`src/rtl/rc4_phase_ctrl.sv`:
```
// RC4 decrypt sequencer: runs S-init, KSA and PRGA engines in turn,
// owns the S-memory write port and reports busy/done/err to the host.
module rc4_phase_ctrl #(
    parameter int AW      = 8,
    parameter int DW      = 8,
    parameter int TIMEOUT = 2048,
    parameter int TW      = 12
) (
    input  logic          clk,
    input  logic          rst_n,
    input  logic          start,
    input  logic          abort,
    output logic          eng_clr_n,
    output logic          init_start,
    output logic          ksa_start,
    output logic          prga_start,
    input  logic          init_done,
    input  logic          ksa_done,
    input  logic          prga_done,
    input  logic          init_wren,
    input  logic [AW-1:0] init_addr,
    input  logic [DW-1:0] init_data,
    input  logic          ksa_wren,
    input  logic [AW-1:0] ksa_addr,
    input  logic [DW-1:0] ksa_data,
    input  logic          prga_wren,
    input  logic [AW-1:0] prga_addr,
    input  logic [DW-1:0] prga_data,
    output logic          mem_wren,
    output logic [AW-1:0] mem_addr,
    output logic [DW-1:0] mem_data,
    output logic [2:0]    phase,
    output logic          busy,
    output logic          done,
    output logic          err
);

    typedef enum logic [3:0] {
        S_IDLE,
        S_CLR,
        S_INIT_GO,
        S_INIT_WAIT,
        S_KSA_GO,
        S_KSA_WAIT,
        S_PRGA_GO,
        S_PRGA_WAIT,
        S_FINISH,
        S_ERROR
    } state_t;

    localparam logic [TW-1:0] LAST = TW'(TIMEOUT - 1);

    state_t        state;
    state_t        nxt;
    logic [TW-1:0] cnt;
    logic          in_run;
    logic          in_wait;
    logic          cur_done;
    logic          gate;
    logic          sel_wren;

    function automatic logic [2:0] phase_of(input state_t s);
        logic [2:0] p;
        p = 3'd0;
        unique case (s)
            S_CLR, S_INIT_GO, S_INIT_WAIT: p = 3'd1;
            S_KSA_GO, S_KSA_WAIT:          p = 3'd2;
            S_PRGA_GO, S_PRGA_WAIT:        p = 3'd3;
            S_FINISH:                      p = 3'd4;
            S_ERROR:                       p = 3'd7;
            default:                       p = 3'd0;
        endcase
        return p;
    endfunction

    assign in_run  = (state != S_IDLE) && (state != S_FINISH)
                  && (state != S_ERROR);
    assign in_wait = (state == S_INIT_WAIT) || (state == S_KSA_WAIT)
                  || (state == S_PRGA_WAIT);

    // Abort or a pending reset suppresses anything that touches memory or engines.
    assign gate = ~abort & rst_n;

    always_comb begin
        cur_done = 1'b0;
        unique case (state)
            S_INIT_WAIT: cur_done = init_done;
            S_KSA_WAIT:  cur_done = ksa_done;
            S_PRGA_WAIT: cur_done = prga_done;
            default:     cur_done = 1'b0;
        endcase
    end

    always_comb begin
        nxt = state;
        unique case (state)
            S_IDLE:      if (start) nxt = S_CLR;
            S_CLR:       nxt = S_INIT_GO;
            S_INIT_GO:   nxt = S_INIT_WAIT;
            S_INIT_WAIT: begin
                if (cur_done)         nxt = S_KSA_GO;
                else if (cnt == LAST) nxt = S_ERROR;
            end
            S_KSA_GO:    nxt = S_KSA_WAIT;
            S_KSA_WAIT:  begin
                if (cur_done)         nxt = S_PRGA_GO;
                else if (cnt == LAST) nxt = S_ERROR;
            end
            S_PRGA_GO:   nxt = S_PRGA_WAIT;
            S_PRGA_WAIT: begin
                if (cur_done)         nxt = S_FINISH;
                else if (cnt == LAST) nxt = S_ERROR;
            end
            S_FINISH,
            S_ERROR:     if (start) nxt = S_CLR;
            default:     nxt = S_IDLE;
        endcase
        if (abort && in_run) nxt = S_IDLE;
    end

    always_ff @(posedge clk) begin
        if (!rst_n) begin
            state     <= S_IDLE;
            cnt       <= '0;
            phase     <= 3'd0;
            busy      <= 1'b0;
            done      <= 1'b0;
            err       <= 1'b0;
            eng_clr_n <= 1'b1;
        end else begin
            state     <= nxt;
            phase     <= phase_of(nxt);
            busy      <= (nxt != S_IDLE) && (nxt != S_FINISH)
                      && (nxt != S_ERROR);
            done      <= (nxt == S_FINISH);
            err       <= (nxt == S_ERROR);
            eng_clr_n <= (nxt != S_CLR);
            if (!in_wait)
                cnt <= '0;
            else if (!cur_done && cnt != LAST)
                cnt <= cnt + TW'(1);
        end
    end

    assign init_start = (state == S_INIT_GO) & gate;
    assign ksa_start  = (state == S_KSA_GO) & gate;
    assign prga_start = (state == S_PRGA_GO) & gate;

    always_comb begin
        sel_wren = 1'b0;
        mem_addr = '0;
        mem_data = '0;
        unique case (state)
            S_INIT_GO, S_INIT_WAIT: begin
                sel_wren = init_wren;
                mem_addr = init_addr;
                mem_data = init_data;
            end
            S_KSA_GO, S_KSA_WAIT: begin
                sel_wren = ksa_wren;
                mem_addr = ksa_addr;
                mem_data = ksa_data;
            end
            S_PRGA_GO, S_PRGA_WAIT: begin
                sel_wren = prga_wren;
                mem_addr = prga_addr;
                mem_data = prga_data;
            end
            default: begin
                sel_wren = 1'b0;
                mem_addr = '0;
                mem_data = '0;
            end
        endcase
    end

    assign mem_wren = sel_wren & gate;

endmodule

```
`config.mk`:
```
export PLATFORM = sky130hd
export DESIGN_NAME = rc4_phase_ctrl
export DESIGN_NICKNAME = d
export VERILOG_FILES = /design/src/rtl/rc4_phase_ctrl.sv
export SDC_FILE = /design/constraint.sdc
export NUM_CORES = 1
export LEC_CHECK = 0
export ABC_AREA = 1
export BUFFER_PORTS_ARGS = -buffer_cell sky130_fd_sc_hd__buf_2
export CAP_MARGIN = 20
export CORE_ASPECT_RATIO = 1.2
export CORE_UTILIZATION = 49
export CTS_BUF_LIST = sky130_fd_sc_hd__clkbuf_4
export DETAILED_ROUTE_END_ITERATION = 8
export GPL_TIMING_DRIVEN = 0
export PLACE_DENSITY = 0.93
export RECOVER_POWER = 50
export SETUP_SLACK_MARGIN = 0.4
export SLEW_MARGIN = 10
export SYNTH_ARGS = -nofsm -noshare
export SYNTH_HDL_FRONTEND = slang
export SYNTH_SLANG_ARGS = --single-unit
```
`constraint.sdc`:
```
create_clock -name clk -period 5.2 [get_ports clk]
set_clock_uncertainty 0.15 [all_clocks]
set_input_delay 0.78 -clock clk [delete_from_list [all_inputs] [get_ports clk]]
set_output_delay 0.78 -clock clk [all_outputs]
set_load 0.02 [all_outputs]
```
# Yosys cells after proc, flatten, opt, wreduce, memory -nomap -nowiden
# Memories as Yosys holds them, arrays and structs flattened. A register that Yosys moved wholly into a read port is not among the register bits.
# Index checks and enable logic that the tools add are counted.
# W data, S select, Z words.
[op_classes]
n_bitwise = 6
n_eq_ne = 18
n_mul = 0
shift = 0
add_sub_neg = 1
n_lt_le_gt_ge = 0
reduce_logical = 18
n_div = 0
n_mux = 11
[op_table]
columns = ["op", "count"]
rows = [
  ["$pmux W8 S3", 2],
  ["$pmux W4 S8", 1],
  ["$mux W4", 6],
  ["$eq A4 B3 Y1 const B", 4],
  ["$eq A4 B4 Y1 const B", 4],
  ["$ne A4 B4 Y1 const B", 4],
  ["$add A12 B1 Y12 const B", 1],
  ["$eq A12 B11 Y1 const B", 1],
  ["$ne A12 B11 Y1 const B", 1],
  ["$eq A4 B2 Y1 const B", 2],
  ["$reduce_bool A4 Y1", 2],
  ["$logic_and A1 B1 Y1", 6],
  ["$pmux W1 S3", 2],
  ["$reduce_or A2 Y1", 3],
  ["$and A1 B1 Y1", 5],
  ["$eq A4 B1 Y1 const B", 1],
  ["$logic_not A4 Y1", 1],
  ["$ne A4 B1 Y1 const B", 1],
  ["$reduce_or A3 Y1", 1],
  ["$logic_not A1 Y1", 2],
  ["$logic_or A1 B1 Y1", 2],
  ["$reduce_and A2 Y1", 1],
  ["$not A1 Y1", 1],
]
[word_totals]
romBits = 48
word_cells = 61
latchBits = 0
output_inout_bits = 27
ram_bits = 0
ff_bits = 20
input_bits = 58
mem_count = 1
[memory_table]
columns = ["name", "words", "word_bits", "rd", "rd_clocked_by_memory_dff", "write_ports", "line_no", "text"]
rows = [
  ["(no name shown)", 16, 3, 1, 1, 0, "65", "unique case (s)"],
]

# Logic depth before layout (Yosys ltp)
# Gate-level depths: netlist of run 1.
[depth]
depth_word = 8
ltp_mapped = 13
ltp_nobuf = 13

# Worst setup path after synthesis of run 1
# Ideal clock, no wire load.
[synth_timing]
path_kind = "input-to-output"
startpoint = "input port rst_n"
endpoint = "output port ksa_start"
t_required_ps = 4270
path_slack_ps = 2627
stages = 4
path_buffers = 0
arrival_time_ps = 1643
cell_sequence = "inv_1 > nor2_1 > inv_1 > nor4_1"
[synth_via]
elab_chain_cells = 2
[synth_rtl]
columns = ["element", "line_no", "text"]
rows = [
  ["start, declared", "10", "input logic rst_n,"],
  ["$and A1 B1 Y1", "82", "assign gate = ~abort & rst_n;"],
  ["$and A1 B1 Y1", "146", "assign ksa_start = (state == S_KSA_GO) & gate;"],
  ["end, declared", "15", "output logic ksa_start,"],
]
# No other way between the ends.

# Worst setup path in the final report of run 1
[layout_timing]
startpoint = "register state[3]"
endpoint = "output port mem_data[4]"
[layout_via]
elab_chain_cells = 3
elab_cells_between_ends = 10
classes_between = "6 x eq/ne; 1 x mux; 3 x reduce/logical"
[layout_rtl]
columns = ["element", "line_no", "text"]
rows = [
  ["start, declared", "53", "state_t state;"],
  ["start signal, assigned", "131", "state <= nxt;"],
  ["$eq A4 B3 Y1 or $eq A4 B2 Y1 (tied branches)", "153", "unique case (state)"],
  ["$reduce_or A2 Y1", "153", ""],
  ["$pmux W8 S3 *", "153", ""],
  ["end, declared", "31", "output logic [DW-1:0] mem_data,"],
]
# Mark *: on every way between the ends. The rest lies on a longest branch, timed or not.

==> results of run 1 <==
-- kinds of logic after synthesis --
family | after synthesis | synth area share
AO/OA/AOI/OAI | 27 | 0.09673
XOR/XNOR | 2 | 0.01148
adder cells (fa/ha/maj) | 1 | 0.008195
buffers and inverters | 33 | 0.08360
flip-flops | 23 | 0.3016
AND/OR/NAND/NOR | 168 | 0.4984
-- area by class of cell --
class                      count  share of cell area
multi-input combinational    198              0.4581
sequential                    23              0.2335
timing repair buffer          84              0.2088
inverter                      29             0.05520
tap                           34             0.02157
clock buffer                   4             0.01523
buffer                         4            0.007614
-- power breakdown --
group          switching [mW]  internal, mW  leakage [nW]
sequential             0.0102         0.191         0.186
combinational           0.122        0.0620         0.794
clock                  0.0530        0.0352        0.0184
total                   0.185         0.288         0.999
-- registers in the layout (all words and copies together), names as in the netlist --
name	flops
cnt	12
state	4
phase	3
busy	1
done	1
eng_clr_n	1
err	1
-- worst register-to-register path: stages (launching register included) --
cell and delay [ns]:
sky130_fd_sc_hd__dfxtp_1 0.43, sky130_fd_sc_hd__inv_1 0.13, sky130_fd_sc_hd__nand2_1 0.20, sky130_fd_sc_hd__nor2_1 0.14, sky130_fd_sc_hd__nand2_4 0.08, sky130_fd_sc_hd__nand3_1 0.17, sky130_fd_sc_hd__nor2_1 0.37, sky130_fd_sc_hd__clkbuf_1 0.39
sky130_fd_sc_hd__nand2_1 0.12, sky130_fd_sc_hd__o21ai_1 0.13, sky130_fd_sc_hd__a21oi_1 0.05
-- cell usage after synthesis --
master and instances:
sky130_fd_sc_hd__clkbuf_1 3, sky130_fd_sc_hd__nor2_1 23, sky130_fd_sc_hd__a21oi_2 1, sky130_fd_sc_hd__nor2_2 5, sky130_fd_sc_hd__xnor2_1 1, sky130_fd_sc_hd__dfxtp_1 23
sky130_fd_sc_hd__a21oi_1 14, sky130_fd_sc_hd__xor2_1 1, sky130_fd_sc_hd__o22ai_1 1, sky130_fd_sc_hd__nor4_1 1, sky130_fd_sc_hd__nor3_1 7, sky130_fd_sc_hd__and3_1 1
sky130_fd_sc_hd__nand2_1 92, sky130_fd_sc_hd__o21ai_1 3, sky130_fd_sc_hd__nand3_1 24, sky130_fd_sc_hd__a211oi_1 1, sky130_fd_sc_hd__nor2_4 1, sky130_fd_sc_hd__inv_1 25
sky130_fd_sc_hd__a31oi_1 1, sky130_fd_sc_hd__ha_1 1, sky130_fd_sc_hd__nand3_4 1, sky130_fd_sc_hd__nor3_2 1, sky130_fd_sc_hd__o21ai_0 5, sky130_fd_sc_hd__o21ai_2 1
sky130_fd_sc_hd__nand4_1 7, sky130_fd_sc_hd__nand2_2 2, sky130_fd_sc_hd__nor3b_2 1, sky130_fd_sc_hd__nand2_4 2, sky130_fd_sc_hd__inv_2 4, sky130_fd_sc_hd__buf_4 1
-- worst max path at each step --
stage,from,endpoint,slack (ns),cells past startpoint
after floorplan,rst_n,ksa_start,2.63,4
after global placement,state[3],mem_data[7],2.46,7
after detailed placement,state[3],mem_data[7],2.49,7
after CTS,state[3],mem_data[7],2.13,7
after global routing,state[3],mem_data[1],1.88,7
final,state[3],mem_data[4],2.06,7
-- metrics by stage --
step / total power, mW / instances / area [µm²] / setup slack [ns] / hold slack (ns)
6_report: 0.4732 / 376 / 1972 / 2.062 / 0.3551
2_1_floorplan: 0.3263 / 254 / 1526 / 2.627 / 0.3081
5_1_grt: 0.5059 / 376 / 1972 / 1.878 / 0.3915
3_5_place_dp: 0.3937 / 372 / 1989 / 2.488 / 0.3372
4_1_cts: 0.4782 / 376 / 2019 / 2.130 / 0.3572
3_3_place_gp: 0.3884 / 372 / 1989 / 2.461 / 0.3302
-- layer usage --
metal / vias up / wire [µm]
li1: 997 / -
met3: 9 / 248
met4: 0 / 42
met5: - / 0
met1: 856 / 1563
met2: 80 / 2327
==> insert_results.sql, run 1 <==
INSERT INTO impl_metrics (metric_group, metric, value, unit) VALUES
('global_routing', 'grt_start_max_net_pins', '13', ''),
('critical_path', 'endpoint_type_of_the_worst_setup_path', 'output port', ''),
('critical_path', 'worst_r2r_path_depth', '10', ''),
('critical_path', 'timing.critical_path.from_type', 'flip-flop', ''),
('critical_path', 'worst_ep_required_time', '4.27', 'ns'),
('critical_path', 'r2r-start', 'state[3]', ''),
('cells_and_area', 'regArea', '460.4', 'µm²'),
('pwr', 'power.ir.vdd_worst', '0.2495', 'mV'),
('clock_network', 'clk_latency', '0.31', 'ns'),
('cells_and_area', 'fill_cells', '253', ''),
('clock_network', 'cts.path.max_buffers', '2', ''),
('timing', 'hold_viol_final', '0', ''),
('logic_synthesis', 'netlist_instances', '254', ''),
('global_routing', 'grt_usage', '0.2785', ''),
('critical_path', 'critPathKind', 'flip-flop to output port', ''),
('critical_path', 'worst_path_max_delay_cell', 'sky130_fd_sc_hd__nor2_1', ''),
('clock_network', 'h-tree-depth', '1', ''),
('clock_network', 'resized_gates_after_cts', '0', ''),
('placed_design', 'place.gp.congestion', '0.8358', ''),
('timing', 'min_period', '3.138', 'ns'),
('global_routing', 'grt_antenna_before_repair', '0', ''),
('floorplanning', 'floorplan.io_pins', '85', ''),
('global_routing', 'overall_overflow_remaining_after_global_route', '0', ''),
('global_routing', 'grt.met3_usage', '0.07246', ''),
('hold_path', 'hold_path_depth', '2', ''),
('cells_and_area', 'multi_input_comb_area', '903.4', 'µm²'),
('floorplanning', 'die-height', '63.14', 'µm'),
('logic_synthesis', 'ys_seq_elements', '23', ''),
('route', 'dr.first_iter.drc_count', '66', ''),
('clock_network', 'clock_tree.root_cell', 'sky130_fd_sc_hd__clkbuf_4', ''),
('logic_synthesis', 'synth_area', '1526', 'µm²'),
('critical_path', 'critical-path-max-stage-delay', '0.42', 'ns'),
('global_routing', 'gr-usage-met1', '0.2713', ''),
('placed_design', 'io_buffer_count', '84', ''),
('timing', 'max_slew_margin_vs_limit', '0.6368', ''),
('logic_synthesis', 'syn_nets', '313', ''),
('clock_network', 'worst_setup_hold_path_clk_slew', '0.12', 'ns'),
('critical_path', 'cp_num_buf_inv', '3', ''),
('critical_path', 'crit_chain', 'inv_1 -> nand2_1 -> nor2_1 -> clkbuf_1 -> nand2_1 -> nand3_1 -> buf_2', ''),
('floorplanning', 'dieArea', '3343', 'µm²'),
('flow_run', 'drv_cap', '0', ''),
('timing', 'layout_worst_path_cycle_share', '0.6035', ''),
('outcome', 'outcome', 'completed', ''),
('cells_and_area', 'layout-drive-gt1-share', '0.2661', ''),
('cells_and_area', 'final_nets', '402', ''),
('cells_and_area', 'layout.core_utilization', '0.6885', ''),
('timing', 'max_clock_freq', '318.7', 'MHz'),
('critical_path', 'critical_path_arrival', '2.21', 'ns'),
('route', 'finalWirelength', '4.182', 'mm'),
('critical_path', 'r2r-end', 'cnt[4]', ''),
('clock_network', 'post_cts_setup_driven_buffer_insertion_count', '0', ''),
('clock_network', 'clock_tree_from_tritoncts', 'done', ''),
('logic_synthesis', 'synth_seq_area_share', '0.3016', ''),
('logic_synthesis', 'post-synth-top-area-fraction', '0.3016', ''),
('cells_and_area', 'area_growth_syn_to_layout', '29.18', '%'),
('global_routing', 'grt_pass1_vias', '1837', ''),
('hold_path', 'min_path_type', 'flip-flop to flip-flop', ''),
('route', 'route.detailed.drc', '0', ''),
('timing', 'worstMarginPinSlew', '0.5428', 'ns'),
('global_routing', 'wire_length_of_the_first_global_routing_pass', '7.279', 'mm'),
('cells_and_area', 'n_antenna_cell', '0', ''),
('floorplanning', 'floorplan.core_area', '2864', 'µm²'),
('timing', 'slew_viol_final', '0', ''),
('hold_path', 'min_from', 'cnt[11]', ''),
('cells_and_area', 'leading_cell_type_in_the_layout_fill_and_taps_excluded', 'sky130_fd_sc_hd__nand2_1', ''),
('route', 'avgViaCountPerCell', '5.165', ''),
('placed_design', 'detailed_place_hpwl', '3.453', 'mm'),
('global_routing', 'grt_use_met2', '0.5459', ''),
('route', 'post_drt_wl_per_cell', '11.12', 'µm'),
('global_routing', 'top_usage_layer', 'met2', ''),
('critical_path', 'reg2reg_slack', '2.75', 'ns');
(Power assumes the default switching activity.)
==> run 2, diff against run 1 <==
--- a/config.mk
+++ b/config.mk
@@ -5,15 +5,15 @@
 export SDC_FILE = /design/constraint.sdc
 export NUM_CORES = 1
 export LEC_CHECK = 0
-export ABC_AREA = 1
+export ABC_AREA = 0
 export BUFFER_PORTS_ARGS = -buffer_cell sky130_fd_sc_hd__buf_2
 export CAP_MARGIN = 20
 export CORE_ASPECT_RATIO = 1.2
-export CORE_UTILIZATION = 49
+export CORE_UTILIZATION = 46
 export CTS_BUF_LIST = sky130_fd_sc_hd__clkbuf_4
 export DETAILED_ROUTE_END_ITERATION = 8
 export GPL_TIMING_DRIVEN = 0
-export PLACE_DENSITY = 0.93
+export PLACE_DENSITY = 0.88
 export RECOVER_POWER = 50
 export SETUP_SLACK_MARGIN = 0.4
 export SLEW_MARGIN = 10
==> constraint.sdc (replaced) <==
create_clock -name clk -period 3.07 [get_ports clk]
set_clock_uncertainty 0.15 [all_clocks]
set_input_delay 0.4605 -clock clk [delete_from_list [all_inputs] [get_ports clk]]
set_output_delay 0.4605 -clock clk [all_outputs]
set_load 0.02 [all_outputs]
==> run 2 against run 1 <==
Against the previous run: critical endpoint is now eng_clr_n; utilization shrank 5.5 points; die area grew 11%; cell count shrank 12%; highest routed layer unchanged; synthesized area grew 4.9%.
==> insert_results.sql, run 2 <==
INSERT INTO impl_metrics (metric_group, metric, value, unit) VALUES
('hold_path', 'hold_path_depth', '2', ''),
('pwr', 'power.switching', '0.5110', 'mW'),
('route', 'avgViaCountPerCell', '5.449', ''),
('hold_path', 'min_path_type', 'input pin to flip-flop', ''),
('global_routing', 'grt_antenna_before_repair', '0', ''),
('placed_design', 'place_inst', '327', ''),
('clock_network', 'cts.hold.buffers_added', '0', ''),
('critical_path', 'worst_r2r_path_depth', '6', ''),
('global_routing', 'grt_use_met2', '0.4443', ''),
('global_routing', 'wire_length_of_the_first_global_routing_pass', '6.934', 'mm'),
('pwr', 'power_frac_seq', '0.297', ''),
('pwr', 'static-leakage-power', '1.011', 'nW'),
('route', 'drt_pass1_iterations', '4', ''),
('critical_path', 'r2r-start', 'cnt[3]', ''),
('logic_synthesis', 'synthDistinctLibCells', '39', ''),
('critical_path', 'reg2reg_slack', '0.47', 'ns'),
('cells_and_area', 'max_flop_register', 'cnt', ''),
('floorplanning', 'floorplan.io_pins', '85', ''),
('global_routing', 'gr-usage-met1', '0.2515', ''),
('cells_and_area', 'final_nets', '355', ''),
('pwr', 'clock_power_share', '0.118', ''),
('global_routing', 'top_usage_layer', 'met2', ''),
('floorplanning', 'dieWidth', '55.87', 'µm'),
('cells_and_area', 'most-common-layout-cells', '76 x sky130_fd_sc_hd__buf_2, 36 x sky130_fd_sc_hd__nor2_1, 23 x sky130_fd_sc_hd__dfxtp_1', ''),
('pwr', 'pwr-share-comb', '0.586', ''),
('clock_network', 'cts.path.max_buffers', '2', ''),
('floorplanning', 'floorplan.core_area', '3338', 'µm²'),
('cells_and_area', 'layout-drive-gt1-share', '0.3763', ''),
('timing', 'grt_setup_unrepaired', 'no', ''),
('timing', 'final_setup_vio_count', '0', ''),
('timing', 'max_clock_freq', '384.5', 'MHz'),
('critical_path', 'critical_path_arrival', '2.66', 'ns'),
('logic_synthesis', 'syn_nets', '265', ''),
('logic_synthesis', 'synth_area', '1602', 'µm²'),
('pwr', 'power.ir.vdd_worst', '0.4159', 'mV'),
('critical_path', 'critPathKind', 'flip-flop to flip-flop', ''),
('route', 'num_vias', '1809', ''),
('logic_synthesis', 'synth-warning-count', '0', ''),
('cells_and_area', 'n_antenna_cell', '0', ''),
('logic_synthesis', 'postSynth.asyncResetShare', '0', ''),
('logic_synthesis', 'post-synth-top-area-fraction', '0.2875', ''),
('floorplanning', 'dieArea', '3723', 'µm²'),
('clock_network', 'numClockSinks', '23', ''),
('clock_network', 'worst_setup_hold_path_clk_slew', '0.13', 'ns'),
('critical_path', 'timing.critical_path.from_type', 'flip-flop', ''),
('route', 'route.detailed.drc', '0', ''),
('pwr', 'internal_cell_power', '0.6626', 'mW'),
('logic_synthesis', 'synth_ff_type', 'sky130_fd_sc_hd__dfxtp_1', ''),
('floorplanning', 'die-height', '66.64', 'µm'),
('timing', 'max_slew_margin_vs_limit', '0.3247', ''),
('timing', 'worstMarginPinSlew', '1.004', 'ns'),
('logic_synthesis', 'synth_seq_area_share', '0.2875', ''),
('logic_synthesis', 'netlist_instances', '206', ''),
('clock_network', 'cts_made_buffers', '3', ''),
('clock_network', 'h-tree-depth', '1', ''),
('global_routing', 'grt_pass1_vias', '1623', ''),
('placed_design', 'detailed_place_hpwl', '3.364', 'mm'),
('floorplanning', 'num_rows', '23', ''),
('route', 'finalWirelength', '4.313', 'mm'),
('logic_synthesis', 'yosys.cell_count.top_type', 'sky130_fd_sc_hd__nor2_1', ''),
('cells_and_area', 'largest_register_ff_count', '12', ''),
('logic_synthesis', 'post_synth.cell_area_avg', '7.774', 'µm²'),
('logic_synthesis', 'post-synth-top-area-cell', 'sky130_fd_sc_hd__dfxtp_1', ''),
('global_routing', 'grt.met3_usage', '0.04272', ''),
('logic_synthesis', 'ys_seq_elements', '23', ''),
('cells_and_area', 'largest_registers', 'cnt x12, state x4, phase x3', ''),
('logic_synthesis', 'netlist_top_cells_area', 'sky130_fd_sc_hd__dfxtp_1 29%, sky130_fd_sc_hd__mux2_2 12%, sky130_fd_sc_hd__nor2_1 8.4%', ''),
('critical_path', 'r2r-end', 'eng_clr_n', ''),
('global_routing', 'overall_overflow_remaining_after_global_route', '0', ''),
('hold_path', 'min_from', 'rst_n', ''),
('global_routing', 'grt_start_max_net_pins', '14', ''),
('route', 'post_drt_wl_per_cell', '12.99', 'µm'),
('pwr', 'power_switching_share', '0.4354', ''),
('cells_and_area', 'final_cells', '332', ''),
('clock_network', 'clock_tree.root_cell', 'sky130_fd_sc_hd__clkbuf_4', ''),
('timing', 'min_period', '2.601', 'ns'),
('hold_path', 'hold_path_end', 'state[0]', ''),
('cells_and_area', 'leading_cell_type_in_the_layout_fill_and_taps_excluded', 'sky130_fd_sc_hd__buf_2', ''),
('placed_design', 'io_buffer_count', '84', ''),
('critical_path', 'worstPathMaxFanout', '7', ''),
('logic_synthesis', 'synth-edff-count', '0', ''),
('clock_network', 'clk_latency', '0.31', 'ns'),
('flow_run', 'drv_cap', '0', ''),
('critical_path', 'endpoint_type_of_the_worst_setup_path', 'flip-flop', ''),
('route', 'route.antenna.remaining_nets', '0', ''),
('critical_path', 'worst_ep_required_time', '3.13', 'ns'),
('timing', 'hold_viol_final', '0', ''),
('timing', 'final.setup.tns', '0', 'ns'),
('floorplanning', 'initial_core_util', '0.4798', ''),
('placed_design', 'place.gp.congestion', '0.9817', ''),
('global_routing', 'grt_usage', '0.2259', ''),
('cells_and_area', 'area_growth_syn_to_layout', '32.11', '%'),
('route', 'dr.first_iter.drc_count', '177', ''),
('timing', 'slew_viol_final', '0', ''),
('logic_synthesis', 'synth_commonest_cells', '36 x sky130_fd_sc_hd__nor2_1, 23 x sky130_fd_sc_hd__dfxtp_1, 17 x sky130_fd_sc_hd__a22oi_1, 17 x sky130_fd_sc_hd__mux2_2, 15 x sky130_fd_sc_hd__nand2_1', ''),
('pwr', 'power-per-cell-area', '554.7', 'nW/µm²'),
('outcome', 'outcome', 'completed', ''),
('clock_network', 'clock_tree_from_tritoncts', 'done', ''),
('timing', 'layout_worst_path_cycle_share', '0.8473', '');
==> run 2: logic make-up after synthesis <==
| group | Yosys count | synth area share |
|---|---|---|
| xor gates and xnor gates | 3 | 0.01641 |
| and+or+nand+nor | 99 | 0.3211 |
| AOI/OAI and AO/OA | 38 | 0.1680 |
| DFF | 23 | 0.2875 |
| adders and majority gates | 1 | 0.007811 |
| muxes | 22 | 0.1508 |
| buffers and inverters | 20 | 0.04844 |
==> run 2: worst max-delay path by stage <==
stage          startpoint  slack [ns]     endpoint
6_report           cnt[3]        0.47    eng_clr_n
5_1_grt          state[1]        0.28  mem_data[4]
4_1_cts          state[2]        0.40  mem_addr[5]
3_5_place_dp     state[2]        0.26  mem_addr[5]
3_3_place_gp     state[2]        0.25  mem_data[4]
2_1_floorplan    state[2]        0.59  mem_addr[5]
==> run 2: area by class of cell <==
cell class              count  area (µm²)
flip-flops and latches     23       460.4
inverters                   6       22.52
well taps                  37       46.29
multi-input cells         163        1057
repair buffers             85       416.7
plain buffers              14       85.08
clock buffers               3       22.52
fillers                   308        1222
clock inverters             1       5.005
==> run 2: metrics by stage <==
stage	setup WS [ns]	hold slack, ns	power, mW	utilization	instance area (µm²)
3_5_place_dp	0.2557	0.3151	1.019	0.6196	2068
5_1_grt	0.2827	0.2604	1.270	0.6338	2116
4_1_cts	0.4043	0.2433	1.165	0.6323	2111
2_1_floorplan	0.5903	0.2908	0.8329	-	1602
6_report	0.4689	0.2434	1.174	0.6338	2116
3_3_place_gp	0.2458	0.3045	1.010	0.6196	2068
==> run 2: power by group through the flow <==
stage / Combinational [mW] / Clock [mW] / Sequential [mW]
5_1_grt: 0.762 / 0.154 / 0.354
6_report: 0.687 / 0.138 / 0.348
3_3_place_gp: 0.657 / 0 / 0.353
4_1_cts: 0.677 / 0.141 / 0.347
2_1_floorplan: 0.456 / 0 / 0.377
3_5_place_dp: 0.665 / 0 / 0.354
==> run 2: what timing repair did <==
| action | in CTS | in global routing |
|---|---|---|
| buffers inserted | 0 | 0 |
| resized for setup | 9 | 13 |
| setup endpoints to repair | 18 | 12 |
==> run 2: layer usage <==
| metal | share of wire | wire length, µm |
|---|---|---|
| met4 | 0.0081 | 35 |
| met2 | 0.51 | 2199 |
| met3 | 0.076 | 327 |
| met5 | 0 | 0 |
| met1 | 0.41 | 1750 |
==> run 2: worst max-delay path, cell delays in order, from the launching register on <==
cell and delay (ns):
sky130_fd_sc_hd__dfxtp_1 0.34, sky130_fd_sc_hd__clkbuf_1 0.25, sky130_fd_sc_hd__nand4_1 0.23, sky130_fd_sc_hd__nor4_4 0.52
sky130_fd_sc_hd__o2bb2ai_1 0.18, sky130_fd_sc_hd__or4b_4 0.53, sky130_fd_sc_hd__or3_1 0.31
